--- src/rtl/vga_pkg.sv ---
// Shared VGA constants: 640x480@60 default timing, 3-3-2 colour layout.
package vga_pkg;

    // Default 640x480@60 raster (pixel clock 25 MHz from 100 MHz / 4)
    localparam int DEF_H_ACTIVE = 640;
    localparam int DEF_H_FP     = 16;
    localparam int DEF_H_SYNC   = 96;
    localparam int DEF_H_BP     = 48;
    localparam int DEF_V_ACTIVE = 480;
    localparam int DEF_V_FP     = 10;
    localparam int DEF_V_SYNC   = 2;
    localparam int DEF_V_BP     = 33;
    localparam int DEF_PIX_DIV  = 4;

    // Colour field widths on the pins
    localparam int R_W   = 3;
    localparam int G_W   = 3;
    localparam int B_W   = 2;
    localparam int RGB_W = R_W + G_W + B_W;

    // Renderer colour word, {R,G,B} from MSB down
    typedef struct packed {
        logic [R_W-1:0] r;
        logic [G_W-1:0] g;
        logic [B_W-1:0] b;
    } rgb_t;

endpackage

--- src/rtl/vga_pix_div.sv ---
// Pixel-rate strobe divider: one-cycle strobe every PIX_DIV enabled cycles.
module vga_pix_div #(
    parameter int PIX_DIV = 4
) (
    input  logic clk,
    input  logic rst_n,
    input  logic en,
    input  logic clr,
    output logic stb
);

    localparam int            DW   = (PIX_DIV > 1) ? $clog2(PIX_DIV) : 1;
    localparam logic [DW-1:0] LAST = DW'(PIX_DIV - 1);

    logic [DW-1:0] div;

    // Free-running modulo-PIX_DIV count; clear pins it at zero
    always_ff @(posedge clk or negedge rst_n) begin
        if (!rst_n)
            div <= '0;
        else if (clr)
            div <= '0;
        else if (en)
            div <= (div == LAST) ? '0 : div + DW'(1);
    end

    // With PIX_DIV=1 the count stays at 0 and the strobe follows en
    assign stb = en && !clr && (div == LAST);

endmodule

--- src/rtl/vga_timing_gen.sv ---
// VGA raster timing generator with registered 3-3-2 colour and sync pins.
module vga_timing_gen
    import vga_pkg::*;
#(
    parameter int H_ACTIVE = DEF_H_ACTIVE,
    parameter int H_FP     = DEF_H_FP,
    parameter int H_SYNC   = DEF_H_SYNC,
    parameter int H_BP     = DEF_H_BP,
    parameter int V_ACTIVE = DEF_V_ACTIVE,
    parameter int V_FP     = DEF_V_FP,
    parameter int V_SYNC   = DEF_V_SYNC,
    parameter int V_BP     = DEF_V_BP,
    parameter bit HS_POL   = 1'b0,
    parameter bit VS_POL   = 1'b0,
    parameter int PIX_DIV  = DEF_PIX_DIV,
    parameter int CW       = 10,
    parameter int FCW      = 16
) (
    input  logic             i_clk,
    input  logic             i_rst_n,
    input  logic             i_en,
    input  logic [RGB_W-1:0] i_rgb,
    output logic             o_pix_stb,
    output logic [CW-1:0]    o_x,
    output logic [CW-1:0]    o_y,
    output logic             o_active,
    output logic             o_line_start,
    output logic             o_frame_start,
    output logic [FCW-1:0]   o_frame_cnt,
    output logic             VGA_HS_O,
    output logic             VGA_VS_O,
    output logic [R_W-1:0]   VGA_R_O,
    output logic [G_W-1:0]   VGA_G_O,
    output logic [B_W-1:0]   VGA_B_O
);

    localparam int H_TOTAL = H_ACTIVE + H_FP + H_SYNC + H_BP;
    localparam int V_TOTAL = V_ACTIVE + V_FP + V_SYNC + V_BP;
    localparam int H_SS    = H_ACTIVE + H_FP;
    localparam int H_SE    = H_SS + H_SYNC;
    localparam int V_SS    = V_ACTIVE + V_FP;
    localparam int V_SE    = V_SS + V_SYNC;

    logic [CW-1:0] h, v;
    logic [31:0]   hw, vw;
    logic          stb, h_last, v_last, hsync, vsync;
    rgb_t          pix_q;
    logic          hs_q, vs_q;

    vga_pix_div #(.PIX_DIV(PIX_DIV)) u_div (
        .clk   (i_clk),
        .rst_n (i_rst_n),
        .en    (i_en),
        .clr   (!i_en),
        .stb   (stb)
    );

    // Region decode done at 32 bits so a sync end equal to 2^CW cannot overflow
    assign hw     = 32'(h);
    assign vw     = 32'(v);
    assign h_last = (h == CW'(H_TOTAL - 1));
    assign v_last = (v == CW'(V_TOTAL - 1));
    assign hsync  = (hw >= 32'(H_SS)) && (hw < 32'(H_SE));
    assign vsync  = (vw >= 32'(V_SS)) && (vw < 32'(V_SE));

    assign o_pix_stb     = stb;
    assign o_x           = h;
    assign o_y           = v;
    assign o_active      = (hw < 32'(H_ACTIVE)) && (vw < 32'(V_ACTIVE));
    assign o_line_start  = stb && (h == '0);
    assign o_frame_start = stb && (h == '0) && (v == '0);

    // Raster counters advance per strobe; disable parks them at the origin
    always_ff @(posedge i_clk or negedge i_rst_n) begin
        if (!i_rst_n) begin
            h           <= '0;
            v           <= '0;
            o_frame_cnt <= '0;
        end else if (!i_en) begin
            h <= '0;
            v <= '0;
        end else if (stb) begin
            h <= h_last ? '0 : h + CW'(1);
            if (h_last) begin
                v <= v_last ? '0 : v + CW'(1);
                if (v_last)
                    o_frame_cnt <= o_frame_cnt + FCW'(1);
            end
        end
    end

    // Shared pin register keeps colour and sync aligned, one pixel behind the counters
    always_ff @(posedge i_clk or negedge i_rst_n) begin
        if (!i_rst_n) begin
            pix_q <= '0;
            hs_q  <= ~HS_POL;
            vs_q  <= ~VS_POL;
        end else if (!i_en) begin
            pix_q <= '0;
            hs_q  <= ~HS_POL;
            vs_q  <= ~VS_POL;
        end else if (stb) begin
            pix_q <= o_active ? rgb_t'(i_rgb) : '0;
            hs_q  <= hsync ? HS_POL : ~HS_POL;
            vs_q  <= vsync ? VS_POL : ~VS_POL;
        end
    end

    assign VGA_HS_O = hs_q;
    assign VGA_VS_O = vs_q;
    assign VGA_R_O  = pix_q.r;
    assign VGA_G_O  = pix_q.g;
    assign VGA_B_O  = pix_q.b;

endmodule

--- config.mk ---
export PLATFORM = sky130hd
export DESIGN_NAME = vga_timing_gen
export DESIGN_NICKNAME = d
export VERILOG_FILES = /design/src/rtl/vga_pkg.sv /design/src/rtl/vga_pix_div.sv /design/src/rtl/vga_timing_gen.sv
export SDC_FILE = /design/constraint.sdc
export NUM_CORES = 1
export LEC_CHECK = 0
export BUFFER_PORTS_ARGS = -buffer_cell sky130_fd_sc_hd__buf_2
export CORE_UTILIZATION = 39
export CTS_BUF_LIST = sky130_fd_sc_hd__clkbuf_2
export CTS_CLUSTER_DIAMETER = 60
export CTS_CLUSTER_SIZE = 20
export DETAILED_ROUTE_END_ITERATION = 6
export PLACE_DENSITY = 0.69
export SLEW_MARGIN = 5
export SYNTH_ARGS = -nofsm -noshare
export SYNTH_HDL_FRONTEND = slang
export SYNTH_HIERARCHICAL = 1
export SYNTH_SLANG_ARGS = --single-unit
--- constraint.sdc ---
create_clock -name i_clk -period 2.7 [get_ports i_clk]
set_input_delay 0.405 -clock i_clk [delete_from_list [all_inputs] [get_ports i_clk]]
set_output_delay 0.405 -clock i_clk [all_outputs]
set_load 0.03 [all_outputs]
==> results.yml <==
sta:
  final-hold-violation-count: 0
  drv_slew: 0
  max_freq_mhz: 409
  fin_tns_setup_ns: 0
  setup_viol: 0
  max-slew-margin-rel_pct: 68.6
  min_period_over_period_pct: 90.6
  fin_crit_ns: 2.45
  rsz0062_at_grt: "no"
  worst_slew_pin_slew_ns: 0.470
  finClkSkew_ns: 0.0132
critical_path:
  worst-setup-path-type: "reg -> out"
  crit_path_start_kind: "flip-flop"
  r2r_start: "o_x[0]$_DFFE_PN0P_"
  critPathMaxFanout: 7
  cp-end-kind: "output port"
  r2r_cells: 5
  crit_start: "o_y[0]$_DFFE_PN0P_"
  required_ns: 2.30
  cp.arrival_ns: 2.04
global_route:
  grt_overflow: 0
  grt_max_degree: 26
  antenna_found_initial: 0
  grt_pass1_wl_um: 10500
  grt_usage_pct: 18.5
  grt_pass1_vias: 2081
synth:
  synth_largest_area_cell: "dfrtp_1"
  synth_top_area_share_pct: 43.9
  synth_most_common_cell: "dfrtp_1"
  syn_nets: 270
  syn_avg_cell_area_um2: 10.4
  yosysSeqAreaShare_pct: 45.9
  async_reset_ff_share_pct: 100
  synth_seq_cells: 48
  ys_warn_count: 6
  synth_area_leaders: "dfrtp_1, xor2_1, a22o_1"
  netlist_instances: 252
  synthFlopType: "dfrtp_1"
  synth_edf_count: 0
  synthTopCellsByCount: "dfrtp_1, nor2_1, nand3_1, xor2_1, nor3_1"
  synth.distinct_cells: 52
  synth_area_mm2: 0.00262
min_path:
  hold_start: "i_rgb[5]"
  hold_depth: 2
  hp-class: "in -> reg"
clock_network:
  clock_latency_ns: 0.42
  cts_buffers: 5
  cts.sink_count: 48
  cts_max_path_buffers: 2
  htree_levels: 2
  cts_tree: "yes"
  root_buffer: "clkbuf_2"
  clk_pin_slew_ns: 0.24
flow_run:
  maxCapViolCount: 0
final_layout:
  diodes: 0
  fillers: 621
  drive_gt1_share_pct: 31.2
  utilization_pct: 47.9
  nNetsFinal: 334
  area_growth_pct: 17.4
run_status:
  violations: "DRC"
  status: "finished, violations left"
detailed_routing:
  num_vias: 2196
  via_per_inst: 5.57
  drc: 12
  firstDrtPassIters: 7
  detail_route.wl_per_cell_um: 15.4
  wirelength_um: 6080
  postRouteAntennaNets: 0
  drt_iter0_drc: 97
pwr:
  finalPower_mw: 1.20
  power_density_mw_per_mm2: 388
  ir_worst_vdd_mv: 0.257
  p_leak_nw: 1.59
placement:
  hpwl_um: 4530
  gp_congestion: 0.799
  place.port_buffers: 60
die:
  initial_core_util_pct: 40.8
  num_rows: 29
  core-area_mm2: 0.00642
  dieArea_mm2: 0.00705
  fp.dieH_um: 84.0
  die_x_um: 84.0
  pin_count: 61
## where the power goes
group          internal [mW]  switching, mW  total, mW
Clock                  0.155          0.231      0.387
Combinational         0.0252         0.0498     0.0750
Sequential             0.726        0.00768      0.734
## sequential cells by signal, summed over array words and instances (netlist names)
register	cells
o_x	10
o_frame_cnt	16
VGA_R_O	3
VGA_HS_O	1
u_div/div	2
o_y	10
VGA_B_O	2
VGA_VS_O	1
VGA_G_O	3
## through the flow
stage / area (µm²) / setup slack [ns] / cells / hold slack, ns
2_1_floorplan: 2620 / 0.0154 / 252 / 0.109
3_3_place_gp: 3000 / 0.636 / 385 / 0.416
3_5_place_dp: 3000 / 0.524 / 385 / 0.418
4_1_cts: 3080 / 0.239 / 394 / 0.145
5_1_grt: 3080 / 0.0663 / 394 / 0.121
6_report: 3080 / 0.254 / 394 / 0.176
## cell families (layout without fill, tap and decap cells)
group                    after synthesis  after routing  share of synthesized area (%)
XOR/XNOR                              22             22                           7.35
flip-flops                            48             48                           45.9
AO/OA/AOI/OAI                         38             38                           11.1
adder cells (fa/ha/maj)                7              7                           3.34
buffers and inverters                 19             84                           3.67
multiplexers                           4              4                           1.58
AND/OR/NAND/NOR                      114            114                           27.1
## routing by layer
metal | track usage [%] | wire (µm) | share of wire (%) | up-vias
met3 | 5.14 | 374 | 6.2 | 5
li1 | - | - | - | 1056
met2 | 29.5 | 2910 | 48 | 69
met5 | 0 | 0 | 0 | -
met1 | 24.7 | 2740 | 45 | 1066
met4 | 5.33 | 55 | 0.90 | 0
## worst max-delay path: stages (launching register included)
cell	delay (ns)
dfrtp_1	0.52
inv_1	0.12
ha_1	0.17
nor4b_4	0.33
and4_2	0.29
buf_2	0.19
## area by class of cell
type	count	area (µm²)	share of cell area, %
Sequential cell	48	1200	39.1
Tap cell	77	96.3	3.13
Timing Repair Buffer	67	355	11.5
Clock inverter	3	42.5	1.38
Inverter	9	33.8	1.10
Multi-Input combinational cell	185	1320	42.9
Clock buffer	5	25.0	0.813
## what timing repair did
action	CTS	global route
resized for setup	0	0
hold endpoints to repair	46	0
endpoints found under the setup margin	0	0
buffers inserted	0	0
hold buffers	1	0
## worst paths after layout
path                                          endpoint  slack, ns
max                                      o_frame_start       0.25
min reg2reg                o_frame_cnt[15]$_DFFE_PN0P_       0.50
min                             VGA_R_O[0]$_DFFE_PN0P_       0.18
max in group asynchronous         VGA_VS_O$_DFFE_PN1P_       1.93
min in group asynchronous       VGA_R_O[0]$_DFFE_PN0P_       0.47
max reg2reg                         o_y[6]$_DFFE_PN0P_       0.59
## layout by cell type, fill, tap and decap left out, types with 3 or more instances in the layout
master	netlist	routed
ha_1	7	7
nor4_2	3	3
o21ai_0	7	7
and3_2	3	3
mux2i_1	3	3
a21oi_1	3	3
a22o_1	11	11
nor4_1	7	7
nor2_1	19	19
nand2_1	14	14
clkbuf_2	1	5
dfrtp_1	46	46
buf_2	1	60
inv_1	9	9
o211ai_1	3	3
nand4_1	9	9
and2_2	3	3
nor3_1	15	15
xor2_1	16	16
xnor2_1	6	6
nand3_1	16	16
o31ai_1	6	6
buf_4	2	6
Power figures use the tool's default switching activity.
